### src/rtl/alu_pkg.sv
// Shared ALU control codes, alu_op encodings and issue-unit FSM states.
package alu_pkg;

  localparam logic [3:0] ALU_AND     = 4'b0000;
  localparam logic [3:0] ALU_OR      = 4'b0001;
  localparam logic [3:0] ALU_ADD     = 4'b0010;
  localparam logic [3:0] ALU_SUB     = 4'b0110;
  localparam logic [3:0] ALU_ILLEGAL = 4'b1111;

  localparam logic [1:0] OP_LDST   = 2'b00;
  localparam logic [1:0] OP_BRANCH = 2'b01;
  localparam logic [1:0] OP_RTYPE  = 2'b10;
  localparam logic [1:0] OP_ITYPE  = 2'b11;

  typedef enum logic [1:0] {
    S_IDLE = 2'b00,
    S_EXEC = 2'b01,
    S_RESP = 2'b10
  } state_t;

endpackage

### src/rtl/alu_ctrl_dec.sv
// Combinational decode of alu_op/funct3/funct7b5 into ALU control code,
// branch kind and an illegal-combination flag.
module alu_ctrl_dec
  import alu_pkg::*;
(
  input  logic [1:0] alu_op,
  input  logic [2:0] funct3,
  input  logic       funct7b5,
  output logic [3:0] ctrl,
  output logic       is_branch,
  output logic       branch_ne,
  output logic       illegal
);

  // Decode table; unsupported funct3 values fall through to ILLEGAL.
  always_comb begin
    ctrl      = ALU_ILLEGAL;
    is_branch = 1'b0;
    branch_ne = 1'b0;
    illegal   = 1'b0;
    case (alu_op)
      OP_LDST: ctrl = ALU_ADD;
      OP_BRANCH: begin
        // Branches always compare by subtraction; only BEQ/BNE are supported.
        ctrl      = ALU_SUB;
        is_branch = 1'b1;
        case (funct3)
          3'b000:  branch_ne = 1'b0;
          3'b001:  branch_ne = 1'b1;
          default: illegal   = 1'b1;
        endcase
      end
      OP_RTYPE: begin
        case (funct3)
          3'b000:  ctrl = funct7b5 ? ALU_SUB : ALU_ADD;
          3'b111:  ctrl = ALU_AND;
          3'b110:  ctrl = ALU_OR;
          default: illegal = 1'b1;
        endcase
      end
      default: begin
        // I-type: bit 30 belongs to the immediate, so it never selects SUB.
        case (funct3)
          3'b000:  ctrl = ALU_ADD;
          3'b111:  ctrl = ALU_AND;
          3'b110:  ctrl = ALU_OR;
          default: illegal = 1'b1;
        endcase
      end
    endcase
  end

endmodule

### src/rtl/alu_issue_unit.sv
// Request/response wrapper around the combinational ALU: registers the
// decoded request, drives the ALU for one cycle, then holds the response.
module alu_issue_unit
  import alu_pkg::*;
#(
  parameter int XLEN  = 32,
  parameter int TAG_W = 4
) (
  input  logic             clk,
  input  logic             rst_n,
  input  logic             req_valid,
  output logic             req_ready,
  input  logic [1:0]       req_alu_op,
  input  logic [2:0]       req_funct3,
  input  logic             req_funct7b5,
  input  logic [XLEN-1:0]  req_op1,
  input  logic [XLEN-1:0]  req_op2,
  input  logic [TAG_W-1:0] req_tag,
  output logic [XLEN-1:0]  alu_in1,
  output logic [XLEN-1:0]  alu_in2,
  output logic [3:0]       alu_ctrl,
  input  logic [XLEN-1:0]  alu_result,
  input  logic             alu_zero,
  output logic             rsp_valid,
  input  logic             rsp_ready,
  output logic [XLEN-1:0]  rsp_result,
  output logic             rsp_zero,
  output logic             rsp_taken,
  output logic             rsp_illegal,
  output logic [TAG_W-1:0] rsp_tag
);

  state_t state_reg, state_next;

  logic [XLEN-1:0]  op1_reg, op2_reg;
  logic [TAG_W-1:0] tag_reg;
  logic [3:0]       ctrl_reg;
  logic             is_branch_reg, branch_ne_reg, illegal_reg;

  logic [XLEN-1:0]  rsp_result_reg;
  logic             rsp_zero_reg, rsp_taken_reg, rsp_illegal_reg;
  logic [TAG_W-1:0] rsp_tag_reg;

  logic [3:0] dec_ctrl;
  logic       dec_is_branch, dec_branch_ne, dec_illegal;
  logic       accept;

  alu_ctrl_dec u_dec (
    .alu_op    (req_alu_op),
    .funct3    (req_funct3),
    .funct7b5  (req_funct7b5),
    .ctrl      (dec_ctrl),
    .is_branch (dec_is_branch),
    .branch_ne (dec_branch_ne),
    .illegal   (dec_illegal)
  );

  // Next state and handshake outputs; RESP only frees the slot when the
  // consumer takes the response, allowing back-to-back accepts.
  always_comb begin
    state_next = state_reg;
    req_ready  = 1'b0;
    rsp_valid  = 1'b0;
    case (state_reg)
      S_IDLE: begin
        req_ready = 1'b1;
        if (req_valid) state_next = S_EXEC;
      end
      S_EXEC: state_next = S_RESP;
      S_RESP: begin
        rsp_valid = 1'b1;
        req_ready = rsp_ready;
        if (rsp_ready) state_next = req_valid ? S_EXEC : S_IDLE;
      end
      default: state_next = S_IDLE;
    endcase
  end

  assign accept = req_valid & req_ready;

  // State register.
  always_ff @(posedge clk or negedge rst_n) begin
    if (!rst_n) state_reg <= S_IDLE;
    else        state_reg <= state_next;
  end

  // Request capture on accept, response capture at the end of EXEC.
  always_ff @(posedge clk or negedge rst_n) begin
    if (!rst_n) begin
      op1_reg         <= '0;
      op2_reg         <= '0;
      tag_reg         <= '0;
      ctrl_reg        <= ALU_AND;
      is_branch_reg   <= 1'b0;
      branch_ne_reg   <= 1'b0;
      illegal_reg     <= 1'b0;
      rsp_result_reg  <= '0;
      rsp_zero_reg    <= 1'b0;
      rsp_taken_reg   <= 1'b0;
      rsp_illegal_reg <= 1'b0;
      rsp_tag_reg     <= '0;
    end else begin
      if (accept) begin
        op1_reg       <= req_op1;
        op2_reg       <= req_op2;
        tag_reg       <= req_tag;
        ctrl_reg      <= dec_ctrl;
        is_branch_reg <= dec_is_branch;
        branch_ne_reg <= dec_branch_ne;
        illegal_reg   <= dec_illegal;
      end
      if (state_reg == S_EXEC) begin
        rsp_result_reg  <= alu_result;
        rsp_zero_reg    <= alu_zero;
        // An unsupported branch condition never reports taken.
        rsp_taken_reg   <= is_branch_reg & ~illegal_reg & (alu_zero ^ branch_ne_reg);
        rsp_illegal_reg <= illegal_reg;
        rsp_tag_reg     <= tag_reg;
      end
    end
  end

  assign alu_in1     = op1_reg;
  assign alu_in2     = op2_reg;
  assign alu_ctrl    = ctrl_reg;
  assign rsp_result  = rsp_result_reg;
  assign rsp_zero    = rsp_zero_reg;
  assign rsp_taken   = rsp_taken_reg;
  assign rsp_illegal = rsp_illegal_reg;
  assign rsp_tag     = rsp_tag_reg;

endmodule

### config.mk
export PLATFORM = sky130hd
export DESIGN_NAME = alu_issue_unit
export DESIGN_NICKNAME = d
export VERILOG_FILES = /design/src/rtl/alu_pkg.sv /design/src/rtl/alu_ctrl_dec.sv /design/src/rtl/alu_issue_unit.sv
export SDC_FILE = /design/constraint.sdc
export NUM_CORES = 1
export LEC_CHECK = 0
export ABC_CLOCK_PERIOD_IN_PS = 4300
export CORE_MARGIN = 5
export CORE_UTILIZATION = 44
export DETAILED_ROUTE_END_ITERATION = 6
export PLACE_DENSITY = 0.85
export SETUP_SLACK_MARGIN = 0.5
export SLEW_MARGIN = 10
export SYNTH_ARGS = -nofsm -noshare
export SYNTH_HDL_FRONTEND = slang
export SYNTH_SLANG_ARGS = --single-unit
### constraint.sdc
create_clock -name clk -period 4.3 [get_ports clk]
set_clock_uncertainty 0.2 [all_clocks]
set_input_delay 0.43 -clock clk [delete_from_list [all_inputs] [get_ports clk]]
set_output_delay 0.43 -clock clk [all_outputs]
set_load 0.02 [all_outputs]
Yosys cells after proc, flatten, opt, wreduce, memory -nomap -nowiden
Cells that the tools add are included.
- equality and inequality tests: 9
- mux-type cells: 16
- bitwise operators: 5
- reduce and logical (&&, ||, !) cells: 6
- operators with widths (operator ; count):
    4-bit case mux with 3 select lines ; 3
    1-bit two-way mux ; 7
    3-bit equality test (second input constant) ; 2
    2-bit case mux with 3 select lines ; 1
    2-bit by 1-bit equality test with 1-bit output (second input constant) ; 2
    2-bit equality test (second input constant) ; 2
    2-bit logical NOT ; 2
    2-bit two-way mux ; 2
    2-bit inequality test (second input constant) ; 2
    1-bit case mux with 2 select lines ; 2
    1-bit bitwise AND ; 3
    3-bit by 1-bit equality test with 1-bit output (second input constant) ; 1
    3-bit logical NOT ; 1
    3-bit two-way mux ; 1
    3-bit OR reduction ; 1
    2-bit AND reduction ; 1
    2-bit OR reduction ; 1
    1-bit inverter ; 1
    1-bit XOR ; 1
- flip-flop bits (word level): 116
- input bits: 111
- output and inout port bits: 109

Logic depth before layout (Yosys ltp)
- depth after elaboration: 4
- mapped depth: 5

Cells and area by module
From an unflattened synthesis, not the netlist that was laid out.
- cells, all modules: 266
- area, all modules: 4419.2 µm²
- by module, submodules not included (module ; times used ; cells an instance ; area an instance (µm²) ; seq. area each (µm²)):
    alu_issue_unit ; 1 ; 253 ; 4342.9 ; 2902.8
    alu_ctrl_dec ; 1 ; 13 ; 76.3 ; 0.0

Worst setup path before layout
OpenSTA, ideal clock, no wires.
- kind: input-to-reg
- from: input port rsp_ready
- to: register ctrl_reg[0], in the netlist alu_ctrl[0]
- arrival time: 1342 ps
- path slack: 2633 ps
- cell stages on the path: 5
- buffers on the path: 2
- cells stage by stage: and2b_4 > nor2_4 > buf_6 > buf_6 > mux2_4
- longest elaborated chain between the ends: 2
- RTL lines (element ; RTL line ; text):
    start: declaration ; alu_issue_unit.sv:25 ; input logic rsp_ready,
    1-bit case mux with 2 select lines ; alu_issue_unit.sv:64 ; case (state_reg)
    1-bit bitwise AND ; alu_issue_unit.sv:79 ; assign accept = req_valid & req_ready;
    end signal: assignment ; alu_issue_unit.sv:107 ; ctrl_reg <= dec_ctrl;
    end: declaration ; alu_issue_unit.sv:37 ; logic [3:0] ctrl_reg;
No other way between the ends.
A chain may end at the register's enable or synchronous reset.

Worst setup path in the final report
- from: input port rsp_ready
- to: output port req_ready
- longest elaborated chain between the ends: 1
- RTL lines (element ; RTL line ; text):
    1-bit case mux with 2 select lines ; alu_issue_unit.sv:64 ;
    end: declaration ; alu_issue_unit.sv:12 ; output logic req_ready,
No other way between the ends.

==> metrics.csv <==
metric;value;unit
status;finished, final reports clean;
post-synthesis cell count;272;
top post-synthesis cells by area;dfrtp_1, mux2_4, mux2_2, buf_6, buf_2;
number of global-route vias before repair;3541;
sum of net half-perimeters after detailed placement;8720;um
first-pass iteration count of the detailed router;4;
Overall Global Routing Usage;19.1;%
number of nets produced by synthesis;383;
Slowest cell on crit path;clkdlybuf4s50_1;
setup repair after global routing missed its margin;no;
DRC violation count after routing;0;
number of DRC violations after detailed-routing iteration 0;99;
required arrival time at the worst endpoint;3.67;ns
maximum clock insertion buffer count;2;
Core Box Area;10300;um^2
clock transition at the register clock pins on the worst setup and hold paths after CTS;0.05;ns
Post-synth EDFFs;0;
R2R depth;4;
power density relative to cell area;632;nW/um^2
R2R Path End;alu_in1[3];
number of vias per cell;4.80;
r2r startpoint;state_reg[1];
clock tree root driver cell;clkbuf_8;
top-area cell type share of the netlist area;62.7;%
overall die area;12700;um^2
CTS tree;done;
Layout Area Growth over Synthesis;62.9;%
critical path class;in2out;
cell taking the most area after synthesis;dfrtp_1;
startpoint of the lowest-slack hold path;rsp_illegal;
Cell variety after synth;27;
Clock Sink Count;116;
class of the tightest hold or removal check;reg2reg;
slew of the pin with the lowest slew margin;1.01;ns
number of I/O pins;220;
highest-count cells in the layout ignoring fill and taps;clkdlybuf4s50_1, dfrtp_1, mux2_2, mux2_4, clkbuf_16;
setup TNS;0;ns
clock latency of the later-clocked register in the worst-skew pair;0.49;ns
arrival time of data at the critical path endpoint;1.82;ns
register-to-register setup slack;1.94;ns
share of the cycle needed by the critical path after routing;57.0;%
via count;3110;
type of destination of the critical path;primary output;
Chip Width;113;um
cell repeated most along the worst path;clkdlybuf4s50_1;
standby leakage power;0.00321;uW
Crit path buffers/inverters;2;
antenna violations before repair;0;
top flip-flop cell by instance count after synthesis;dfrtp_1;
area of the multi-input gates;1610;um^2
average instance area after synthesis;17.0;um^2
drt wl/cell;18.5;um
list of cells traversed by the critical path;clkdlybuf4s50_1 -> and2b_4 -> nor2_1 -> clkdlybuf4s50_1;
die outline height;113;um
total clock buffers created by CTS;17;
slowest stage delay, CP;0.62;ns
first-pass GRT wire length;19000;um
GP Congestion;0.778;
critical path startpoint;rsp_ready;
count of input and output buffers;219;
# diodes;0;
worst-path maximum fanout;5;
total number of yosys warnings;0;
Antenna Nets Post-Route;0;
Max Transition Viols Final;0;
non-filler instance count after layout;648;
delay-heaviest family, CP;buffers and inverters;
IR drop worst, VDD;0.314;mV
share of post-route cells with drive strength above 1;28.7;%
Final Critical Period;2.45;ns
number of placed cells counting well taps;615;
nature of the critical path startpoint;primary input;
largest net degree at the start of global routing;59;
Final Net Count;610;
final hold vios;0;
cell count of the worst hold path;2;
sequential area share after synthesis;62.7;%
# setup viols final;0;
total length of routed wires;12000;um
endpoint with the worst hold slack;rsp_illegal;
most common library cell in the layout ignoring fill and taps;clkdlybuf4s50_1;
flop and latch count out of synthesis;116;
max-capacitance violation count;0;
level count of the clock H-tree;4;
Overflow after GRT;0;
Async SR Flop Fraction;100;%
number of fill cells;694;
maximum frequency from static timing analysis;408;MHz
remaining max-slew budget at the tightest pin;32.9;%
area of the mapped netlist;4630;um^2
site row count;37;
initial standard-cell utilization of the core;45.0;%
Worst path depth;4;
Register Area;2900;um^2
logic make-up (layout without fill, tap and decap cells):
kind of cell / count (synthesis) / in the layout / share of synthesized area (%)
AOI/OAI and AO/OA: 13 / 13 / 1.89
xor gates and xnor gates: 1 / 1 / 0.189
buffers and inverters: 16 / 256 / 2.46
DFF: 116 / 116 / 62.7
muxes: 110 / 110 / 30.5
and+or+nand+nor: 16 / 16 / 2.19
synthesized netlist by cell type (2+ instances only):
library cell / n
nor2b_1: 3
clkbuf_1: 2
dfrtp_1: 116
o31ai_1: 2
buf_2: 7
o21ai_0: 4
nor2_1: 2
mux2_2: 62
nand2_1: 2
mux2_4: 47
nand3_1: 3
nand2b_1: 2
buf_6: 6
how the worst max path moves through the flow:
stage                  end
6_report         req_ready
5_1_grt          req_ready
4_1_cts          req_ready
3_5_place_dp   alu_in1[19]
3_3_place_gp    alu_in1[3]
2_1_floorplan  alu_ctrl[0]
cell type report:
| type | count | share of cell area, % |
|---|---|---|
| Clock buffer | 20 | 5.77 |
| Clock inverter | 12 | 2.39 |
| Inverter | 1 | 0.0498 |
| Multi-Input combinational cell | 140 | 21.4 |
| Sequential cell | 116 | 38.5 |
| Tap cell | 136 | 2.26 |
| Timing Repair Buffer | 223 | 29.6 |
routing by layer:
metal / vias to the layer above / global-route usage, % / part of all wire, %
met4: 0 / 5.05 / 0.84
met2: 147 / 33.4 / 53
met3: 8 / 8.30 / 8.7
met1: 1535 / 21.2 / 38
li1: 1420 / - / -
met5: - / 0 / 0
where the power goes:
part           leakage (uW)  switching [uW]  total (uW)  internal (uW)
registers           0.00136             179        1600           1420
logic               0.00156             763        1730            963
clock network      0.000295             486        1440            958
total               0.00321            1430        4770           3340
tightest hold or removal path: stages, from the launching register on:
cell and delay (ns):
dfrtp_1 0.34, nand2_1 0.05, o21ai_0 0.06
stage by stage:
step                cell area (um^2)  setup WS, ns  util [%]  power [uW]  hold slack (ns)
finish                          7540          1.85      73.4        4770            0.281
global route                    7540          1.79      73.4        4980            0.311
CTS                             7540          1.81      73.4        4840            0.286
detailed placement              6920          1.45      67.3        3350            0.274
global placement                6920          1.49      67.3        3300            0.264
floorplan                       4630          2.63         -        2470          -0.0656
timing repair:
action	CTS	global route
hold buffers	1	0
setup buffers	0	0
resized for setup	0	0
endpoints found under the hold margin	54	0
setup endpoints to repair	0	0
Note: power is estimated with default switching activity, not from simulation.
